$ cat src/rtl/interrupt_factor_ctrl.sv
// rtl/interrupt_factor_ctrl.sv - four 4-bit interrupt factor groups with mask/polarity and level request bus
module interrupt_factor_ctrl #(
  parameter int VEC_G0        = 14,
  parameter int VEC_G1        = 11,
  parameter int VEC_G2        = 6,
  parameter int VEC_G3        = 0,
  parameter int SETTLE_CYCLES = 3
) (
  input  logic        clk,
  input  logic        reset,
  input  logic [15:0] event_in,
  input  logic [3:0]  bus_addr,
  input  logic        bus_wr,
  input  logic        bus_rd,
  input  logic [3:0]  bus_wr_data,
  output logic [3:0]  bus_rd_data,
  output logic [14:0] interrupt_req,
  output logic [15:0] flags
);

  localparam int SCW = $clog2(SETTLE_CYCLES + 2);

  logic [15:0]    s1, s2, prev;
  logic [15:0]    mask_r, pol_r;
  logic [SCW-1:0] settle_cnt;
  logic           pol_block;

  logic [15:0]    edge_raw, edge_det, clr_vec, flags_next;
  logic [3:0]     grp_base;
  logic [3:0]     rd_mux;
  logic [3:0]     grp_any;
  logic [14:0]    req_next;
  logic           mask_wr, pol_wr, fac_rd;

  assign grp_base = {bus_addr[1:0], 2'b00};
  assign mask_wr  = bus_wr && (bus_addr[3:2] == 2'd1);
  assign pol_wr   = bus_wr && (bus_addr[3:2] == 2'd2);
  assign fac_rd   = bus_rd && (bus_addr[3:2] == 2'd0);

  // Polarity 0 detects rising, 1 detects falling; quiet while settling or just after a polarity write.
  assign edge_raw = (s2 & ~prev & ~pol_r) | (~s2 & prev & pol_r);
  assign edge_det = ((settle_cnt != '0) || pol_block) ? 16'h0000 : edge_raw;

  // Set beats clear so an event coinciding with a factor read is never lost.
  assign clr_vec    = fac_rd ? (16'h000F << grp_base) : 16'h0000;
  assign flags_next = (flags & ~clr_vec) | edge_det;

  always_comb begin
    rd_mux = 4'h0;
    case (bus_addr[3:2])
      2'd0:    rd_mux = flags[grp_base +: 4];
      2'd1:    rd_mux = mask_r[grp_base +: 4];
      2'd2:    rd_mux = pol_r[grp_base +: 4];
      default: rd_mux = 4'h0;
    endcase
  end

  always_comb begin
    grp_any = 4'h0;
    for (int g = 0; g < 4; g++) begin
      grp_any[g] = |(flags[4*g +: 4] & mask_r[4*g +: 4]);
    end
  end

  always_comb begin
    req_next = 15'h0000;
    for (int k = 0; k < 15; k++) begin
      req_next[k] = ((VEC_G0 == k) && grp_any[0]) ||
                    ((VEC_G1 == k) && grp_any[1]) ||
                    ((VEC_G2 == k) && grp_any[2]) ||
                    ((VEC_G3 == k) && grp_any[3]);
    end
  end

  always_ff @(posedge clk or posedge reset) begin
    if (reset) begin
      s1            <= 16'h0000;
      s2            <= 16'h0000;
      prev          <= 16'h0000;
      settle_cnt    <= SCW'(SETTLE_CYCLES);
      pol_block     <= 1'b0;
      flags         <= 16'h0000;
      mask_r        <= 16'h0000;
      pol_r         <= 16'h0000;
      bus_rd_data   <= 4'h0;
      interrupt_req <= 15'h0000;
    end else begin
      s1        <= event_in;
      s2        <= s1;
      prev      <= s2;
      pol_block <= pol_wr;
      if (settle_cnt != '0) begin
        settle_cnt <= settle_cnt - 1'b1;
      end
      flags <= flags_next;
      if (mask_wr) begin
        mask_r[grp_base +: 4] <= bus_wr_data;
      end
      if (pol_wr) begin
        pol_r[grp_base +: 4] <= bus_wr_data;
      end
      if (bus_rd) begin
        bus_rd_data <= rd_mux;
      end
      interrupt_req <= req_next;
    end
  end

endmodule

$ cat config.mk
export PLATFORM = sky130hd
export DESIGN_NAME = interrupt_factor_ctrl
export DESIGN_NICKNAME = d
export VERILOG_FILES = /design/src/rtl/interrupt_factor_ctrl.sv
export SDC_FILE = /design/constraint.sdc
export NUM_CORES = 1
export LEC_CHECK = 0
export CORE_UTILIZATION = 43
export CTS_CLUSTER_DIAMETER = 80
export CTS_CLUSTER_SIZE = 8
export DETAILED_ROUTE_END_ITERATION = 10
export GPL_ROUTABILITY_DRIVEN = 0
export PLACE_DENSITY = 0.75
export RECOVER_POWER = 50
export SLEW_MARGIN = 40
export SYNTH_ARGS = -nofsm -noshare
export SYNTH_HDL_FRONTEND = slang
export SYNTH_SLANG_ARGS = --single-unit
export TNS_END_PERCENT = 5
$ cat constraint.sdc
create_clock -name clk -period 3.66 [get_ports clk]
set_input_delay 0.366 -clock clk [delete_from_list [all_inputs] [get_ports clk]]
set_output_delay 0.366 -clock clk [all_outputs]
set_load 0.005 [all_outputs]
==> results of run 1 <==
[final cells by class]
cell class | instances | area (sq um)
clock buffer | 9 | 124
clock inverter | 7 | 76.3
timing repair buffer | 53 | 526
inverter | 9 | 37.5
sequential | 108 | 2710
fill | 880 | 4640
multi-input combinational | 265 | 1550
tap | 133 | 166
[cells by family after synthesis]
kind of cell             Yosys count  share of synthesized area
AO/OA/AOI/OAI                    101                      0.149
XOR/XNOR                           1                    0.00200
adder cells (fa/ha/maj)           12                     0.0342
buffers and inverters             29                     0.0399
flip-flops                       108                      0.617
multiplexers                       5                     0.0265
other                              1                   0.000855
AND/OR/NAND/NOR                  135                      0.131
[per-layer routing]
layer,up-vias,part of all wire,GRT usage
met3,18,0.069,0.0366
li1,1453,-,-
met1,1578,0.44,0.247
met2,111,0.48,0.322
met4,0,0.020,0.0921
met5,-,0,0
[layout by cell type, fill, tap and decap left out, types with 9 or more instances in the layout]
cell type        synthesis  final
clkbuf_8                 0      9
clkdlybuf4s50_1          0     34
dlygate4sd3_1            0     17
conb_1                   1     11
a22o_1                  16     16
nor2_1                  19     19
nand2_1                 92     92
a22oi_1                 12     12
o21ai_0                 50     50
ha_1                    12     12
dfrtp_1                106    106
[registers in the layout, summed over array words and instances (netlist names)]
name,count
s1,16
settle_cnt,3
mask_r,16
prev,16
flags,16
bus_rd_data,4
pol_block,1
interrupt_req,4
pol_r,16
s2,16
[through the flow]
stage / worst slack, ns / hold slack (ns) / power, mW / area [sq um]
finish: 1.23 / 0.344 / 2.39 / 5180
CTS: 1.29 / 0.351 / 2.41 / 5180
global route: 1.05 / 0.361 / 2.50 / 5180
detailed placement: 0.894 / 0.336 / 1.68 / 4980
floorplan: 0.452 / 0.331 / 1.53 / 4420
global placement: 1.08 / 0.332 / 1.67 / 4980
[how the worst min path moves through the flow]
| stage | startpoint | endpoint | slack [ns] | depth (start not counted) |
|---|---|---|---|---|
| floorplan | s1[0] | s2[0] | 0.33 | 0 |
| global placement | s1[3] | s2[3] | 0.33 | 0 |
| detailed placement | s1[4] | s2[4] | 0.34 | 0 |
| CTS | s1[13] | s2[13] | 0.35 | 0 |
| global route | s1[0] | s2[0] | 0.36 | 0 |
| finish | s1[13] | s2[13] | 0.34 | 0 |
[power by group]
part | switching, mW | internal, mW
Clock | 0.411 | 0.320
Sequential | 0.0773 | 1.29
Combinational | 0.141 | 0.153
Total | 0.629 | 1.76
==> impl_metrics.py, run 1 <==
metrics = {
    "routing": {
        "drt_iter0_drc": 227,
        "final_antenna_net_count": 0,
        "num_vias": 3160,
        "totalWireLength_um": 9430,
        "drc_errors": 0,
        "vias_per_cell": 5.41,
        "drt-pass1-iter-count": 5,
        "drt-wirelength-per-cell_um": 16.1,
    },
    "cts": {
        "clk_path_buf_depth": 2,
        "cts_made_buffers": 9,
        "hold_buffers": 0,
        "clk_latency_ns": 0.38,
        "ctsRootBufferMaster": "clkbuf_8",
        "clkSlewWorstSetupHoldPaths_ns": 0.10,
        "post_cts_resized": 0,
        "cts_tree": "yes",
        "cts_setup_buffers": 0,
        "clock-sinks": 108,
        "h-tree-depth": 3,
    },
    "placement": {
        "port_buffers": 51,
        "place_inst": 568,
        "dp_hpwl_um": 6590,
    },
    "critical_path": {
        "cp-startpoint": "bus_addr[0]",
        "critPathTopFamily": "buffers and inverters",
        "crit_path_max_fanout": 16,
        "cp_cell_sequence": "clkdlybuf4s50_1, inv_1, ha_1, nor3_1, nand2_1, o21ai_0",
        "critical_path_depth": 6,
        "required_ns": 3.95,
        "r2r_cells": 5,
        "cp_slowest_cell": "clkdlybuf4s50_1",
        "startpoint_type": "primary input",
        "arrival_ns": 2.73,
        "endpoint_kind": "flop",
        "path_buf_inv": 2,
        "slowest_delay_ns": 0.86,
        "r2r-end": "flags[12]",
        "reg2reg_slack_ns": 2.13,
        "r2r_start": "settle_cnt[0]",
        "crit_type": "primary input to flop",
        "crit_end": "pol_r[12]",
    },
    "floorplanning": {
        "die_h_um": 103,
        "dieArea_sq_um": 10600,
        "initial_core_util": 0.447,
        "core_area_sq_um": 9820,
        "die_w_um": 103,
        "fp-row-count": 36,
        "io_pins": 63,
    },
    "synthesis": {
        "ys_seq_area_frac": 0.617,
        "yosys_warnings": 0,
        "synth_edf_count": 0,
        "avgSynthCellArea_sq_um": 11.2,
        "synthesis.instances": 392,
        "netlist_area_sq_um": 4390,
        "ys.flop_type": "dfrtp_1",
        "synth_commonest_cells": "dfrtp_1 (106), nand2_1 (92), o21ai_0 (50)",
        "synth_top_area_cell": "dfrtp_1",
        "ys_ff_latch": 108,
        "synth.most_common_cell": "dfrtp_1",
        "synth.area.top_cells": "dfrtp_1 (60%), nand2_1 (7.9%), o21ai_0 (5.7%)",
        "async_reset_ff_frac": 1.00,
        "yosysUniqueCellTypes": 35,
        "synth_top_area_frac": 0.605,
    },
    "grt": {
        "globalRouteTotalUtil": 0.194,
        "grt.overflow.total": 0,
        "grt_max_degree": 88,
        "antenna_found_initial": 0,
        "grt_pass1_wl_um": 15000,
        "grt_pass1_vias": 3017,
    },
    "final_layout": {
        "diodes": 0,
        "final_cells": 584,
        "areaGrowthSynthToFinish_pct": 18.2,
        "nNetsFinal": 486,
        "drive_gt1_frac": 0.0576,
        "final_util": 0.528,
    },
    "outcome": {
        "failed_checks": "capacitance limit, slew limit",
        "status": "finished with violations",
    },
    "power": {
        "ir_drop_mv": 0.232,
        "power_density_nw_per_um2": 461,
        "p_leak_nw": 2.19,
    },
    "sta": {
        "finalSetupViolCount": 0,
        "post-route-min-period_ns": 2.43,
        "tightest_slew_ns": 1.77,
        "rsz0062_at_grt": "no",
        "fin_setup_tns_ns": 0,
        "drv_slew": 88,
        "fin_crit_sh": 0.665,
        "clock-skew-final_ns": 0.0166,
        "max_freq_mhz": 411,
        "finalHoldViolCount": 0,
        "relSlewSlack": -0.184,
    },
    "run": {
        "cap_violations": 1,
    },
    "hold_path": {
        "hold_class": "flop to flop",
    },
}
Power figures use the tool's default switching activity.
==> inputs of run 2 (changes only) <==
--- a/config.mk
+++ b/config.mk
@@ -10,7 +10,7 @@
 export CTS_CLUSTER_SIZE = 8
 export DETAILED_ROUTE_END_ITERATION = 10
 export GPL_ROUTABILITY_DRIVEN = 0
-export PLACE_DENSITY = 0.75
+export PLACE_DENSITY = 0.78
 export RECOVER_POWER = 50
 export SLEW_MARGIN = 40
 export SYNTH_ARGS = -nofsm -noshare
==> constraint.sdc (replaced) <==
create_clock -name clk -period 2.05 [get_ports clk]
set_input_delay 0.205 -clock clk [delete_from_list [all_inputs] [get_ports clk]]
set_output_delay 0.205 -clock clk [all_outputs]
set_load 0.005 [all_outputs]
==> run 2 against run 1 <==
- the run now ends clean
- core utilization grew 0.80 points
- hold slack worse by 0.0014 ns
- sequential share of layout area decreased by 0.78 points
- count of clock-buffer cells in the layout rose by 1
- sequential cell count stayed put
- combinational power up 85%
- die area stayed put
- largest power group unchanged
==> impl_metrics.py, run 2 (same netlist as run 1, synthesis figures left out) <==
metrics = {
    "critical_path": {
        "cp_common_cell": "nand2_1",
        "slowest_delay_ns": 0.53,
        "crit_path_max_fanout": 15,
        "cp_slowest_cell": "ha_1",
        "arrival_ns": 2.10,
        "path_buf_inv": 2,
        "cp_cell_sequence": "clkdlybuf4s50_1, inv_1, ha_1, and2_0, nand2_1, nand2_1, o21ai_0",
        "endpoint_kind": "flop",
        "crit_type": "primary input to flop",
        "required_ns": 2.29,
        "startpoint_type": "primary input",
        "critPathTopFamily": "simple AND/OR/NAND/NOR gates",
    },
    "cts": {
        "clk_path_buf_depth": 2,
        "ctsRootBufferMaster": "clkbuf_8",
        "clock-sinks": 108,
        "clk_latency_ns": 0.37,
        "cts_made_buffers": 9,
        "cts_tree": "yes",
        "cts_setup_buffers": 0,
        "h-tree-depth": 3,
        "clkSlewWorstSetupHoldPaths_ns": 0.11,
        "post_cts_resized": 0,
        "hold_buffers": 0,
    },
    "final_layout": {
        "final_cell_mix": "dfrtp_1 (106), nand2_1 (92), o21ai_0 (50)",
        "drive_gt1_frac": 0.0839,
        "final_common_cell": "dfrtp_1",
        "fillCellCount": 867,
        "diodes": 0,
        "areaGrowthSynthToFinish_pct": 20.0,
        "nNetsFinal": 500,
    },
    "power": {
        "p_sw_mw": 1.11,
        "power_density_nw_per_um2": 794,
        "pwr-share-seq": 0.584,
        "ir_drop_mv": 0.322,
        "finalPower_mw": 4.18,
        "p_comb_frac": 0.131,
        "swShare": 0.266,
        "p_leak_nw": 2.25,
        "pwr-share-clk": 0.285,
        "internal_power_mw": 3.07,
    },
    "placement": {
        "port_buffers": 51,
        "dp_hpwl_um": 6970,
    },
    "floorplanning": {
        "die_w_um": 103,
        "die_h_um": 103,
        "fp-row-count": 36,
        "core_area_sq_um": 9820,
        "dieArea_sq_um": 10600,
        "io_pins": 63,
        "initial_core_util": 0.447,
    },
    "grt": {
        "globalRouteTotalUtil": 0.201,
        "antenna_found_initial": 0,
        "grt_max_degree": 83,
        "grt.overflow.total": 0,
        "grt_pass1_wl_um": 15800,
        "grt_pass1_vias": 3227,
    },
    "sta": {
        "relSlewSlack": 0.0993,
        "post-route-min-period_ns": 1.86,
        "max_freq_mhz": 537,
        "fin_crit_sh": 0.909,
        "rsz0062_at_grt": "no",
        "tightest_slew_ns": 1.35,
        "whs_ns": 0.343,
        "drv_slew": 0,
        "finalSetupViolCount": 0,
        "clock-skew-final_ns": 0.0154,
        "finalHoldViolCount": 0,
    },
    "routing": {
        "final_antenna_net_count": 0,
        "drc_errors": 0,
        "drt-pass1-iter-count": 5,
        "num_vias": 3257,
        "drt_iter0_drc": 281,
        "drt-wirelength-per-cell_um": 16.1,
        "vias_per_cell": 5.45,
        "totalWireLength_um": 9620,
    },
    "run": {
        "cap_violations": 0,
    },
    "hold_path": {
        "hold_class": "flop to flop",
    },
    "outcome": {
        "status": "finished clean",
    },
}
-- run 2: cell types whose count changed in the layout (fill, tap and decap cells not counted) --
cell | previous run | this run
buf_4 | 2 | 14
bufinv_16 | 1 | 0
clkbuf_1 | 0 | 1
clkbuf_4 | 0 | 1
clkbuf_8 | 9 | 10
clkinv_4 | 2 | 3
clkinvlp_2 | 0 | 1
clkinvlp_4 | 3 | 1
nor2_2 | 0 | 1
nor2_4 | 1 | 0
-- run 2: final timing paths --
path / startpoint / end / slack [ns] / depth (start not counted)
max in group asynchronous: reset / s1[12] / 0.50 / 3
worst min register to register: s1[10] / s2[10] / 0.34 / 0
worst max register to register: settle_cnt[0] / flags[0] / 0.48 / 6
worst min-delay path: s1[10] / s2[10] / 0.34 / 0
worst max-delay path: bus_addr[2] / pol_r[0] / 0.19 / 7
min in group asynchronous: reset / s2[4] / 0.69 / 3
-- run 2: layer usage --
metal | vias up | wire length [um] | GRT usage
met1 | 1583 | 3960 | 0.255
met5 | - | 0 | 0
met3 | 28 | 785 | 0.0502
met2 | 155 | 4650 | 0.335
li1 | 1491 | - | -
met4 | 0 | 222 | 0.0704
-- run 2: power by group through the flow --
stage	sequential [mW]	combinational, mW	clock, mW
6_report	2.44	0.546	1.19
5_1_grt	2.46	0.616	1.33
4_1_cts	2.44	0.562	1.24
3_5_place_dp	2.48	0.560	0
3_3_place_gp	2.48	0.535	0
2_1_floorplan	2.43	0.294	0
-- run 2: layout make-up --
cell class / instances / area [sq um] / share of cell area
repair buffers: 67 / 627 / 0.119
flip-flops and latches: 108 / 2710 / 0.514
inverters: 9 / 35.0 / 0.00666
clock inverters: 6 / 47.5 / 0.00903
well taps: 133 / 166 / 0.0316
clock buffers: 10 / 138 / 0.0262
multi-input cells: 265 / 1540 / 0.293
-- run 2: per-stage QoR --
| step | cells | util | worst slack, ns | area, sq um | setup TNS [ns] |
|---|---|---|---|---|---|
| 3_5_place_dp | 582 | 0.519 | -0.125 | 5100 | -1.79 |
| 6_report | 598 | 0.536 | 0.187 | 5260 | 0 |
| 3_3_place_gp | 582 | 0.519 | -0.0201 | 5100 | -0.102 |
| 2_1_floorplan | 402 | - | 0.545 | 4430 | 0 |
| 5_1_grt | 598 | 0.536 | 0.119 | 5260 | 0 |
| 4_1_cts | 598 | 0.538 | 0.249 | 5280 | 0 |
